[src/rtl/timer_counter_pkg.sv]
// Shared definitions for the memory-mapped down-counter timer: register offsets,
// FSM state encodings, CTRL bit positions and mode codes.
package timer_counter_pkg;

    localparam logic [1:0] TC_CTRL   = 2'd0;
    localparam logic [1:0] TC_PRESET = 2'd1;
    localparam logic [1:0] TC_COUNT  = 2'd2;

    typedef enum logic [1:0] {
        IDLE = 2'd0,
        LOAD = 2'd1,
        CNT  = 2'd2,
        INT  = 2'd3
    } tc_state_e;

    localparam int CTRL_EN       = 0;
    localparam int CTRL_MODE_LSB = 1;
    localparam int CTRL_MODE_MSB = 2;
    localparam int CTRL_IM       = 3;

    localparam logic [1:0] MODE_ONESHOT = 2'b00;
    localparam logic [1:0] MODE_AUTO    = 2'b01;

    // Mode codes 1x fall back to one-shot, so only 01 selects auto-reload.
    function automatic logic is_auto_reload(input logic [3:0] ctrl);
        return ctrl[CTRL_MODE_MSB:CTRL_MODE_LSB] == MODE_AUTO;
    endfunction

endpackage

[src/rtl/timer_counter.sv]
// Programmable down-counter timer on the bus bridge; IRQ feeds CP0 HWInt[0].
// Register file (CTRL/PRESET/COUNT) plus a four-state IDLE/LOAD/CNT/INT FSM.
module timer_counter
    import timer_counter_pkg::*;
#(
    parameter logic [31:0] PRESET_INIT = 32'd0
) (
    input  logic        clk,
    input  logic        reset,
    input  logic [1:0]  Addr,
    input  logic        WE,
    input  logic [31:0] Din,
    output logic [31:0] Dout,
    output logic        IRQ
);

    tc_state_e   state_reg, state_next;
    logic [3:0]  ctrl_reg, ctrl_next;
    logic [31:0] preset_reg, preset_next;
    logic [31:0] count_reg, count_next;
    logic        irq_flag_reg, irq_flag_next;
    logic        irq_set;

    always_ff @(posedge clk or posedge reset) begin
        if (reset) begin
            state_reg    <= IDLE;
            ctrl_reg     <= 4'd0;
            preset_reg   <= PRESET_INIT;
            count_reg    <= 32'd0;
            irq_flag_reg <= 1'b0;
        end else begin
            state_reg    <= state_next;
            ctrl_reg     <= ctrl_next;
            preset_reg   <= preset_next;
            count_reg    <= count_next;
            irq_flag_reg <= irq_flag_next;
        end
    end

    always_comb begin
        state_next    = state_reg;
        ctrl_next     = ctrl_reg;
        preset_next   = preset_reg;
        count_next    = count_reg;
        irq_flag_next = irq_flag_reg;
        irq_set       = 1'b0;

        case (state_reg)
            IDLE: begin
                if (ctrl_reg[CTRL_EN]) state_next = LOAD;
            end
            LOAD: begin
                count_next = preset_reg;
                state_next = CNT;
            end
            CNT: begin
                if (!ctrl_reg[CTRL_EN]) begin
                    state_next = IDLE;
                end else if (count_reg <= 32'd1) begin
                    // Treating 0 like 1 keeps PRESET=0 from underflowing.
                    count_next    = 32'd0;
                    irq_flag_next = 1'b1;
                    irq_set       = 1'b1;
                    state_next    = INT;
                end else begin
                    count_next = count_reg - 32'd1;
                end
            end
            INT: begin
                if (is_auto_reload(ctrl_reg)) irq_flag_next = 1'b0;
                else                          ctrl_next[CTRL_EN] = 1'b0;
                state_next = IDLE;
            end
            default: state_next = IDLE;
        endcase

        // Bus writes are applied last so software overrides the one-shot
        // Enable clear, while a same-cycle interrupt set still wins.
        if (WE) begin
            case (Addr)
                TC_CTRL: begin
                    ctrl_next = Din[3:0];
                    if (!irq_set) irq_flag_next = 1'b0;
                end
                TC_PRESET: preset_next = Din;
                default: ;
            endcase
        end
    end

    always_comb begin
        case (Addr)
            TC_CTRL:   Dout = {28'd0, ctrl_reg};
            TC_PRESET: Dout = preset_reg;
            TC_COUNT:  Dout = count_reg;
            default:   Dout = 32'd0;
        endcase
    end

    assign IRQ = irq_flag_reg & ctrl_reg[CTRL_IM];

endmodule
[config.mk]
export PLATFORM = sky130hd
export DESIGN_NAME = timer_counter
export DESIGN_NICKNAME = d
export VERILOG_FILES = /design/src/rtl/timer_counter_pkg.sv /design/src/rtl/timer_counter.sv
export SDC_FILE = /design/constraint.sdc
export NUM_CORES = 1
export LEC_CHECK = 0
export BUFFER_PORTS_ARGS = -buffer_cell sky130_fd_sc_hd__buf_4
export CAP_MARGIN = 20
export CORE_MARGIN = 3
export CORE_UTILIZATION = 50
export CTS_CLUSTER_DIAMETER = 120
export DETAILED_ROUTE_END_ITERATION = 7
export PLACE_DENSITY_LB_ADDON = 0.05
export SLEW_MARGIN = 20
export SYNTH_ARGS = -nofsm -noshare
export SYNTH_HDL_FRONTEND = slang
export SYNTH_SLANG_ARGS = --single-unit
[constraint.sdc]
create_clock -name clk -period 2.9 [get_ports clk]
set_input_delay 0.58 -clock clk [delete_from_list [all_inputs] [get_ports clk]]
set_output_delay 0.58 -clock clk [all_outputs]
set_load 0.01 [all_outputs]
Word level (Yosys, flattened, before mapping)
Index checks and enable logic that the tools add are counted.

Output and inout port bits: 33. Logic and storage cells: 47. Flip-flop bits (word level): 71. Input bits: 37.

Equal/unequal tests: 9. Order comparisons: 1. Bitwise gates (word level): 1. Reductions and logical operators: 7. Mux-type cells: 22. Add/subtract/negate cells: 1.

Operators by type and width (count): $pmux W32 S3 (1); $mux W32 (2); $pmux W32 S2 (1); $le A32 B1 Y1 const B (1); $sub A32 B1 Y32 const B (1); $mux W1 (13); $pmux W2 S4 (1); $reduce_and A2 Y1 (4); $eq A2 B1 Y1 const B (3); $eq A2 B2 Y1 const B (3); $mux W2 (3); $logic_not A2 Y1 (2); $ne A2 B2 Y1 const B (2); $ne A3 B3 Y1 const B (1); $pmux W1 S2 (1); $reduce_bool A2 Y1 (1); $and A1 B1 Y1 (1).

Logic depth before layout (Yosys ltp)
Gate-level depths: netlist (run 1).

Depth after elaboration: 7. Mapped depth: 8. Mapped depth without buffers: 7.

Worst setup path after synthesis (run 1)
OpenSTA, ideal clock, no wires.

Path type: input -> output. From: input port Addr[1]. To: output port Dout[10]. Arrival time: 1.783 ns. Buffers on the path: 3. Data required time: 2.320 ns. Setup slack: 0.537 ns. Stages: 5. Cells stage by stage: clkbuf_1 > nor2b_1 > clkbuf_1 > buf_1 > a22o_1.

Cells in the longest elaborated chain, start to end: 2. Elaborated cells on any way between the ends: 4. Those cells by class: eq/ne (2); mux (1); reduce/logical (1).

RTL lines: start, declared (line timer_counter.sv:10) `input logic [1:0] Addr,`; $eq A2 B2 Y1 (tied with other cells) (line timer_counter.sv:92) `case (Addr)`; $pmux W32 S3 * (line timer_counter.sv:92); end, declared (line timer_counter.sv:13) `output logic [31:0] Dout,`.

Every way passes the cells marked *; elsewhere a longest branch is shown, timed or not.

Worst setup path after layout (run 1)
From: register count_reg[23]. To: register count_reg[13].

Cells in the longest elaborated chain, start to end: 4.

RTL lines: start, declared (line timer_counter.sv:20) `logic [31:0] count_reg, count_next;`; start signal, assigned (line timer_counter.sv:35) `count_reg <= count_next;`; $le A32 B1 Y1 (line timer_counter.sv:59) `end else if (count_reg <= 32'd1) begin`; $mux W32 (line timer_counter.sv:59); $mux W32 (line timer_counter.sv:57) `if (!ctrl_reg[CTRL_EN]) begin`; $pmux W32 S2 (line timer_counter.sv:48) `case (state_reg)`.

Every way passes these cells. The select of a mux whose other input is x is not followed. A chain may end at the register's enable or synchronous reset.

==> run metrics, run 1 <==
status complete, no violations; CTS max path bufs 2; Slew @ Worst Pin 0.600 ns; Sum Neg Setup Slack 0 ns; HPWL after detailed placement around 7300 um; Post-CTS Setup Inserts 0; Peak VDD IR 0.436 mV; TritonCTS Buffers 9; Startpoint Class register; register area share after synthesis 43.8%; Max-slew headroom 59.7%; vias around 3.6k; WS Path Type reg -> reg; max-slew violation count 0; Vias/cell 6.30; overall routing resource usage a little under a quarter; n_diodes 0; Reg-to-Reg End count_reg[13]; worst-path fanout max 10; Place WS roughly 0.34 ns; register bit total from synthesis 71; DP Area around 4700 sq um; Power Density 882 nW/um^2; Post-synth top flop dfrtp_1; vias in the first global route 3362; Synth-to-Final Area Change 21.2%; CP required 3.11 ns; # setup viols final 0; die area 9220 sq um; final non-filler cell area a little under 5000 sq um; endpoint class of the critical path register; RSZ-0062 raised after global routing no; Final GP Congestion ~0.89; CTS sink cnt 71; HP Class in -> async; Max Cap Viol 0; Clk pin slew, worst setup/hold paths 0.07 ns; RR Startpoint count_reg[23]; PnR worst setup slack 0.333 ns; origin of the worst setup path count_reg[23]; non-filler cells, final 573; DR iter-0 viols 233; R2R Setup Slk roughly 0.33 ns; Placed Cells incl. Taps 557; PortBufs 69; distinct cell type count after synthesis 51; worst skew pair latency 0.35 ns; crit path time final 2.57 ns; nets@finish 505; DIE WIDTH 96.0 um; initial antenna violation count 0; DRT antenna net count 0; total gr overflow 0; Initial Util 51.9%; fraction of registers with async set or reset after synthesis 100%; crit share post-route roughly nine tenths; warnings from Yosys 0; Avg Inst Size Synth 10.0 sq um; core area between 7000 and 8000 sq um; first-pass GRT wire length about 17000 um; PostCTS Resize Cnt 0; row cnt 32; Hold Fails Final Rpt 0; largest net degree at the start of global routing 34; detailed-route DRC error count 0; leak pwr 2.08 nW; H-tree depth 3; maximum clock frequency 390 MHz; clock root cell clkbuf_8; worst clock skew 0.0117 ns; Worst EP arrival 2.77 ns; Pre-antenna DRT Iters 5; drt wl/cell 18.4 um; Die Y-Extent 96.0 um; Mapped Area 4050 sq um; num ports 70; Total Routed Length about 11000 um; post-synth net total 443; Hold-fix buffers, CTS 0; Post-Synthesis Cells 404; CP endpoint count_reg[13]; EDFF count, synth 0; share of layout cells above drive strength 1 between 30% and 40%; CTS tree done; worst r2r path cells 5
==> logic make-up (layout without fill, tap and decap cells) <==
family,count (synthesis),after routing,share of synthesized area (%)
mux,38,38,10.4
buf+inv,41,108,4.14
flops,71,71,43.8
simple gates,144,144,20.9
compound gates,108,108,20.1
fa+ha+maj,2,2,0.617
==> critical path, stage by stage, from the launching register on <==
cell,delay [ns]
dfrtp_1,0.44
or4_1,0.71
nor4_4,0.34
and4_1,0.29
nand2b_1,0.48
o211ai_1,0.17
==> worst min path at each step <==
| stage | cells past startpoint | end | start |
|---|---|---|---|
| after global routing | 2 | ctrl_reg[2] | reset |
| after floorplan | 2 | count_reg[16] | preset_reg[16] |
| after CTS | 2 | preset_reg[5] | reset |
| final | 2 | preset_reg[6] | reset |
| after global placement | 2 | count_reg[16] | preset_reg[16] |
| after detailed placement | 2 | count_reg[16] | preset_reg[16] |
==> cell usage after synthesis, types with 2 or more instances <==
library cell | count | area share [%]
a21oi_1 | 11 | 1.4
a22o_1 | 28 | 6.0
a22oi_1 | 22 | 4.1
a31oi_1 | 3 | 0.46
a32oi_1 | 2 | 0.43
and2_1 | 5 | 0.77
and3_1 | 3 | 0.46
and4_1 | 4 | 0.86
buf_1 | 7 | 0.65
buf_2 | 5 | 0.62
buf_4 | 2 | 0.37
clkbuf_1 | 20 | 1.9
dfrtp_1 | 71 | 44
ha_1 | 2 | 0.62
inv_1 | 7 | 0.65
mux2_2 | 34 | 9.4
mux2i_1 | 4 | 0.99
nand2_1 | 29 | 2.7
nand2b_1 | 5 | 0.77
nand3_1 | 28 | 3.5
nand3b_1 | 2 | 0.37
nand4_1 | 12 | 1.9
nand4b_1 | 2 | 0.43
nor2_1 | 15 | 1.4
nor2b_1 | 4 | 0.62
nor3_1 | 7 | 0.86
nor3b_1 | 2 | 0.37
nor4_1 | 4 | 0.62
nor4_2 | 2 | 0.62
nor4_4 | 3 | 1.6
nor4b_1 | 2 | 0.43
o2111ai_1 | 3 | 0.65
o211ai_1 | 14 | 2.6
o21ai_0 | 9 | 1.1
o22ai_1 | 2 | 0.31
o311ai_1 | 6 | 1.3
or3_1 | 4 | 0.62
or4_1 | 6 | 1.1
==> per-layer routing <==
| metal | routed length (um) | vias to the layer above | GRT usage (%) |
|---|---|---|---|
| met1 | 4790 | 1788 | 33.7 |
| met3 | 598 | 14 | 4.38 |
| met5 | 0 | - | 0 |
| met2 | 5030 | 110 | 38.5 |
| li1 | - | 1697 | - |
| met4 | 123 | 0 | 5.69 |
==> final cells by class <==
class	instances	area, sq um
clock buffers	13	159
clock inverters	3	65.1
fillers	686	2900
inverters	7	26.3
multi-input cells	292	2120
flip-flops and latches	71	1780
well taps	102	128
repair buffers	85	638
==> layout by cell type (no fill, tap or decap), types with 4 or more instances in the layout <==
cell and count:
a22oi_1 22, o211ai_1 14, clkbuf_8 11, or3_1 4, buf_4 85, nor2_1 14, a22o_1 28, inv_1 6
nor3_1 7, nand4_1 12, o21ai_0 9, a21oi_1 11, nand2_1 29, nand2b_1 5, and4_1 4, and2_1 5
or4_1 6, o311ai_1 6, dfrtp_1 71, nand3_1 28, nor4_1 4, mux2_2 34, mux2i_1 4
==> report_power, final <==
group	total (mW)	internal [mW]	switching, mW
clock	0.905	0.531	0.373
combinational	1.57	0.749	0.821
sequential	1.86	1.33	0.522
==> through the flow <==
stage	total power [mW]	hold WS, ns	util [%]
2_1_floorplan	2.87	0.466	-
3_3_place_gp	3.40	0.494	60.0
3_5_place_dp	3.44	0.499	60.0
4_1_cts	4.34	0.255	62.9
5_1_grt	4.63	0.276	62.9
6_report	4.33	0.245	62.9
(Power assumes the default switching activity.)
==> run 2, diff against run 1 <==
--- a/config.mk
+++ b/config.mk
@@ -5,6 +5,7 @@
 export SDC_FILE = /design/constraint.sdc
 export NUM_CORES = 1
 export LEC_CHECK = 0
+export ABC_AREA = 1
 export BUFFER_PORTS_ARGS = -buffer_cell sky130_fd_sc_hd__buf_4
 export CAP_MARGIN = 20
 export CORE_MARGIN = 3
==> run 2 against run 1 <==
Against the previous run: clock power shrank 23%; sequential power shrank 11%; clock skew shrank 0.00080 ns; critical endpoint is now Dout[10]; critical path type is now in -> out; highest routed layer unchanged; final cell count grew 35%; largest cell class unchanged; routed wire length grew 12%.
==> run metrics, run 2 <==
register area share after synthesis 40.3% (-3.6 points); Pre-antenna DRT Iters 5 (unchanged); worst r2r path cells 10 (+5); most frequent cells in the layout nor2_1, nand2_1, buf_4, dfrtp_1, inv_1; n_diodes 0 (unchanged); leading cell type in the layout, fill and taps excluded nor2_1; WS Path Type in -> out; Power Density 835 nW/um^2 (-5.2%); Hold Fails Final Rpt 0 (unchanged); Synth area leaders dfrtp_1, nor2_1, nand2_1; vias in the first global route 4248 (+26%); Total Routed Length 11800 um (+12%); Seq. cell area 1780 sq um (unchanged); PostCTS Resize Cnt 0 (unchanged); Synth-to-Final Area Change 17.7%; # setup viols final 0 (unchanged); detailed-route DRC error count 0 (unchanged); H-tree depth 3 (unchanged); Max-slew headroom 48.8% (-11 points); Post-CTS Setup Inserts 0 (unchanged); HP Class in -> async; FILL cells 809 (+18%); hold_ws 0.256 ns (+0.0102 ns); leak pwr 2.39 nW (+15%); core area 8380 sq um (+7.4%); worst-path fanout max 20 (+10); R2R Setup Slk 0.76 ns (+0.43 ns); EDFF count, synth 0 (unchanged); Worst EP arrival 1.80 ns (-0.97 ns); Reg-to-Reg End count_reg[13]; worst skew pair latency 0.35 ns (about the same); maximum clock frequency 419 MHz (+7.6%); fraction of registers with async set or reset after synthesis 100% (unchanged); Post-Synthesis Cells 600 (+49%); Max Cap Viol 0 (unchanged); HPWL after detailed placement 8550 um (+17%); CP endpoint Dout[10]; CTS max path bufs 2 (unchanged); commonest cells in the netlist nor2_1, nand2_1, dfrtp_1; PortBufs 69 (unchanged); distinct cell type count after synthesis 29 (-43%); Die Y-Extent 99.9 um (+4.1%); Mapped Area 4410 sq um (+8.8%); overall routing resource usage 24.8% (+0.86 points); die area 9990 sq um (+8.3%); top-count cell post-synth nor2_1; drt wl/cell 15.2 um (-17%); DRT antenna net count 0 (unchanged); Clk pin slew, worst setup/hold paths 0.08 ns (about the same); crit share post-route 82.2% (-6.3 points); origin of the worst setup path Addr[0]; initial antenna violation count 0 (unchanged); status complete, no violations; non-filler cells, final 773 (+35%); share of layout cells above drive strength 1 24.0% (-6.6 points); Avg Inst Size Synth 7.35 sq um (-27%); total gr overflow 0 (unchanged); multi-input logic area 2250 sq um (+6.1%); register bit total from synthesis 71 (unchanged); CP required 2.32 ns (-0.79 ns); TritonCTS Buffers 9 (unchanged); post-synth top area share 40.3% (-3.6 points); RSZ-0062 raised after global routing no; num ports 70 (unchanged); Slew @ Worst Pin 0.768 ns (+0.167 ns); worst clock skew 0.0109 ns (-0.000801 ns); Sum Neg Setup Slack 0 ns (unchanged); CTS tree done; nets@finish 705 (+40%); warnings from Yosys 0 (unchanged); vias 4249 (+18%); Vias/cell 5.50 (-13%); Peak VDD IR 0.367 mV (-16%); row cnt 33 (+3.1%); clock root cell clkbuf_8; Placed Cells incl. Taps 759 (+36%); Post-synth top flop dfrtp_1; post-synth top area cell dfrtp_1; endpoint class of the critical path output pin; max-slew violation count 0 (unchanged); crit path time final 2.38 ns (-0.182 ns); Final GP Congestion 0.917 (+2.8%); Hold-fix buffers, CTS 0 (unchanged); largest net degree at the start of global routing 41 (+21%); DR iter-0 viols 257 (+10%); post-layout util 61.9% (-0.98 points); first-pass GRT wire length 20000 um (+16%); post-synth net total 639 (+44%); CTS sink cnt 71 (unchanged); DIE WIDTH 99.9 um (+4.1%); RR Startpoint count_reg[0]; Initial Util 52.6% (+0.71 points); Startpoint Class input port
## run 2: final cells by class
class	count	share of cell area (%)
clock buffers	11	2.72
well taps	105	2.53
flip-flops and latches	71	34.2
repair buffers	79	11.8
inverters	72	5.21
clock inverters	2	0.193
multi-input cells	433	43.3
## run 2: metal layers
metal | global-route usage [%] | vias up | routed length (um)
li1 | - | 2086 | -
met1 | 31.5 | 2038 | 5270
met4 | 6.51 | 0 | 133
met5 | 0 | - | 0
met2 | 43.7 | 114 | 5790
met3 | 4.38 | 11 | 584
## run 2: worst max-delay path: stages
cell     delay [ns]
buf_4          0.11
inv_1          0.11
nor2_1         0.07
inv_1          0.56
o21ai_0        0.19
buf_4          0.18
## run 2: cells by family (layout without fill, tap and decap cells)
kind of cell	after synthesis	after routing	synth area share, %
adders and majority gates	2	2	0.567
xor gates and xnor gates	5	5	0.993
and+or+nand+nor	271	271	27.6
DFF	71	71	40.3
AOI/OAI and AO/OA	147	147	19.7
muxes	8	8	2.04
buffers and inverters	96	164	8.82
## run 2: metrics by stage
step | worst slack [ns] | instance area (sq um) | power [mW]
CTS | 0.350 | 5160 | 4.31
floorplan | 0.523 | 4410 | 3.04
global placement | 0.487 | 5010 | 3.56
detailed placement | 0.367 | 5010 | 3.62
finish | 0.515 | 5190 | 4.34
global route | 0.420 | 5190 | 4.69
## run 2: worst min path at each step
stage / endpoint / startpoint
2_1_floorplan: state_reg[0] / state_reg[0]
3_3_place_gp: state_reg[0] / state_reg[0]
3_5_place_dp: preset_reg[2] / preset_reg[2]
4_1_cts: preset_reg[3] / reset
5_1_grt: preset_reg[3] / reset
6_report: preset_reg[3] / reset
## run 2: power by group
group	switching (mW)	total [mW]	internal, mW	leakage (nW)
logic	1.23	1.99	0.757	1.51
registers	0.338	1.65	1.32	0.801
clock network	0.380	0.698	0.318	0.0809
total	1.95	4.34	2.39	2.39
==> run 3, diff against run 2 <==
==> constraint.sdc (replaced) <==
create_clock -name clk -period 2.1 [get_ports clk]
set_input_delay 0.42 -clock clk [delete_from_list [all_inputs] [get_ports clk]]
set_output_delay 0.42 -clock clk [all_outputs]
set_load 0.01 [all_outputs]
==> run 3 against run 2 <==
Against the previous run: via count increased by 1.9%; global-route usage up 1.1 points; final area up 5.2%; non-clock buffer count up 24; routed wire length up 5.9%; combinational power rose by 59%; clock-buffer cell count rose by 1; die area unchanged; highest routed layer unchanged.
==> run metrics, run 3 (same netlist as run 2, synthesis figures left out) <==
DR iter-0 viols 214 (-17%); initial antenna violation count 0 (unchanged); Pint 3.65 mW (+53%); Peak VDD IR 0.466 mV (+27%); row cnt 33 (unchanged); crit share post-route 95.3%; max-slew violation count 0 (unchanged); PortBufs 69 (unchanged); R2R Setup Slk 0.14 ns (-0.62 ns); DIE WIDTH 99.9 um (unchanged); nets@finish 731 (+3.7%); hold_ws 0.107 ns (-0.148 ns); Worst path max stage delay 0.35 ns (-0.21 ns); non-filler cells, final 802 (+3.8%); total gr overflow 0 (unchanged); leak pwr 2.53 nW (+5.7%); crit path time final about 2.0 ns; Flop pwr share 33.8% (-4.3 points); Comb power frac 49.0% (+3.2 points); TritonCTS Buffers 9 (unchanged); n_diodes 0 (unchanged); CP required 1.68 ns (-0.64 ns); Pre-antenna DRT Iters 5 (unchanged); Hold Fails Final Rpt 0 (unchanged); Worst EP arrival 1.58 ns (-0.22 ns); Clk pin slew, worst setup/hold paths 0.09 ns (about the same); CTS tree done; Vias/cell 5.40 (-1.8%); Synth-to-Final Area Change 23.8%; Startpoint Class input port; CP cell instances buf_4, inv_1, nor2_2, clkinvlp_4, o22ai_1, buf_4; delay-heaviest family, CP buffers and inverters; worst-path fanout max 10 (-50%); worst path bufs/invs 4 (unchanged); status complete, no violations; detailed-route DRC error count 0 (unchanged); sw frac 43.4% (-1.5 points); H-tree depth 3 (unchanged); most frequent cells in the layout nor2_1, nand2_1, buf_4, dfrtp_1, inv_1; Final GP Congestion 0.892 (-2.7%); CTS sink cnt 71 (unchanged); Reg-to-Reg End count_reg[28]; Slew @ Worst Pin 0.722 ns (-0.0460 ns); worst r2r path cells 9 (-1); vias 4328 (+1.9%); first-pass GRT wire length 20600 um (+2.8%); Psw 2.80 mW (+44%); HP Class in -> async; die area 9990 sq um (unchanged); Max-slew headroom 51.8% (+3.0 points); largest net degree at the start of global routing 41 (unchanged); PnR worst setup slack 0.0992 ns (-0.416 ns); core area 8380 sq um (unchanged); RR Startpoint count_reg[1]; most used cell, CP buf_4; Place WS -0.231 ns (-0.598 ns); Power Density 1180 nW/um^2 (+41%); share of layout cells above drive strength 1 27.3% (+3.3 points); leading cell type in the layout, fill and taps excluded nor2_1; maximum clock frequency 500 MHz; WS Path Type in -> out; vias in the first global route 4371 (+2.9%); Max stage delay cell, worst path clkinvlp_4; RSZ-0062 raised after global routing no; drt wl/cell 15.5 um (+2.0%); Die Y-Extent 99.9 um (unchanged); worst skew pair latency 0.37 ns (+0.02 ns); num ports 70 (unchanged); Initial Util 52.6% (unchanged); Clock power frac 17.3% (+1.2 points); clock root cell clkbuf_8; CTS max path bufs 2 (unchanged); Placed Cells incl. Taps 783 (+3.2%); Max Cap Viol 0 (unchanged); worst clock skew 0.0149 ns (+0.00406 ns); # setup viols final 0 (unchanged); HPWL after detailed placement 8810 um (+3.0%); Total Routed Length 12500 um (+5.9%); Sum Neg Setup Slack 0 ns (unchanged); overall routing resource usage 26.0% (+1.1 points); endpoint class of the critical path output pin; DRT antenna net count 0 (unchanged)
==> run 3: changes by cell type in the layout (fill, tap and decap cells not counted), sizes merged <==
| cell | before | now |
|---|---|---|
| inv | 72 | 70 |
| clkinv | 2 | 3 |
| a21oi | 57 | 58 |
| buf | 79 | 103 |
| clkinvlp | 0 | 3 |
| clkbuf | 11 | 12 |
| bufinv | 0 | 1 |
==> run 3: cell type report <==
| type | instances | area, sq um |
|---|---|---|
| inverter | 72 | 278 |
| timing repair inverter | 1 | 7.51 |
| clock buffer | 12 | 145 |
| tap | 105 | 131 |
| fill | 810 | 2920 |
| multi-input combinational | 434 | 2270 |
| sequential | 71 | 1780 |
| clock inverter | 4 | 45.0 |
| timing repair buffer | 103 | 811 |
==> run 3: worst reg2reg max path: cells and delay by family (launching register included) <==
family | cells | cell delay (ns)
AND/OR/NAND/NOR | 5 | 0.89
flip-flops | 1 | 0.39
buffers and inverters | 2 | 0.25
adder cells (fa/ha/maj) | 1 | 0.22
AO/OA/AOI/OAI | 1 | 0.15
==> run 3: timing repair <==
item / in CTS / in global routing
setup endpoints to repair: 32 / 11
setup buffers: 0 / 1
pin swaps: 1 / 1
cloned: 1 / 1
hold endpoints to repair: 0 / 0
hold buffers: 0 / 0
resized for setup: 1 / 4
==> run 3: power groups by stage <==
stage	logic, mW	registers [mW]	clock network (mW)
floorplan	2.03	2.17	0
global placement	3.03	2.19	0
detailed placement	3.10	2.20	0
CTS	3.15	2.18	1.13
global route	3.52	2.24	1.19
finish	3.16	2.18	1.11
==> run 3: worst max-delay path by stage <==
| stage | endpoint | cells after the start | from | slack (ns) |
|---|---|---|---|---|
| after CTS | Dout[14] | 6 | Addr[0] | 0.06 |
| after floorplan | Dout[10] | 5 | Addr[0] | 0.46 |
| after global placement | count_reg[16] | 9 | count_reg[0] | -0.14 |
| final | Dout[4] | 6 | Addr[0] | 0.1 |
| after detailed placement | count_reg[13] | 9 | count_reg[0] | -0.23 |
| after global routing | count_reg[13] | 9 | count_reg[0] | 0.003 |
==> run 3: through the flow <==
stage          utilization [%]  power, mW  instance area, sq um
2_1_floorplan                -       4.20                  4420
3_3_place_gp              62.4       5.21                  5230
3_5_place_dp              62.4       5.30                  5230
4_1_cts                   64.9       6.45                  5440
5_1_grt                   65.2       6.95                  5460
6_report                  65.2       6.45                  5460
==> run 3: layer usage <==
layer | track usage, % | part of all wire, % | vias to the layer above | wire, um
li1 | - | - | 2142 | -
met1 | 32.8 | 45 | 2054 | 5560
met2 | 44.1 | 49 | 105 | 6080
met3 | 3.82 | 3.9 | 27 | 487
met4 | 11.6 | 2.7 | 0 | 337
met5 | 0 | 0 | - | 0
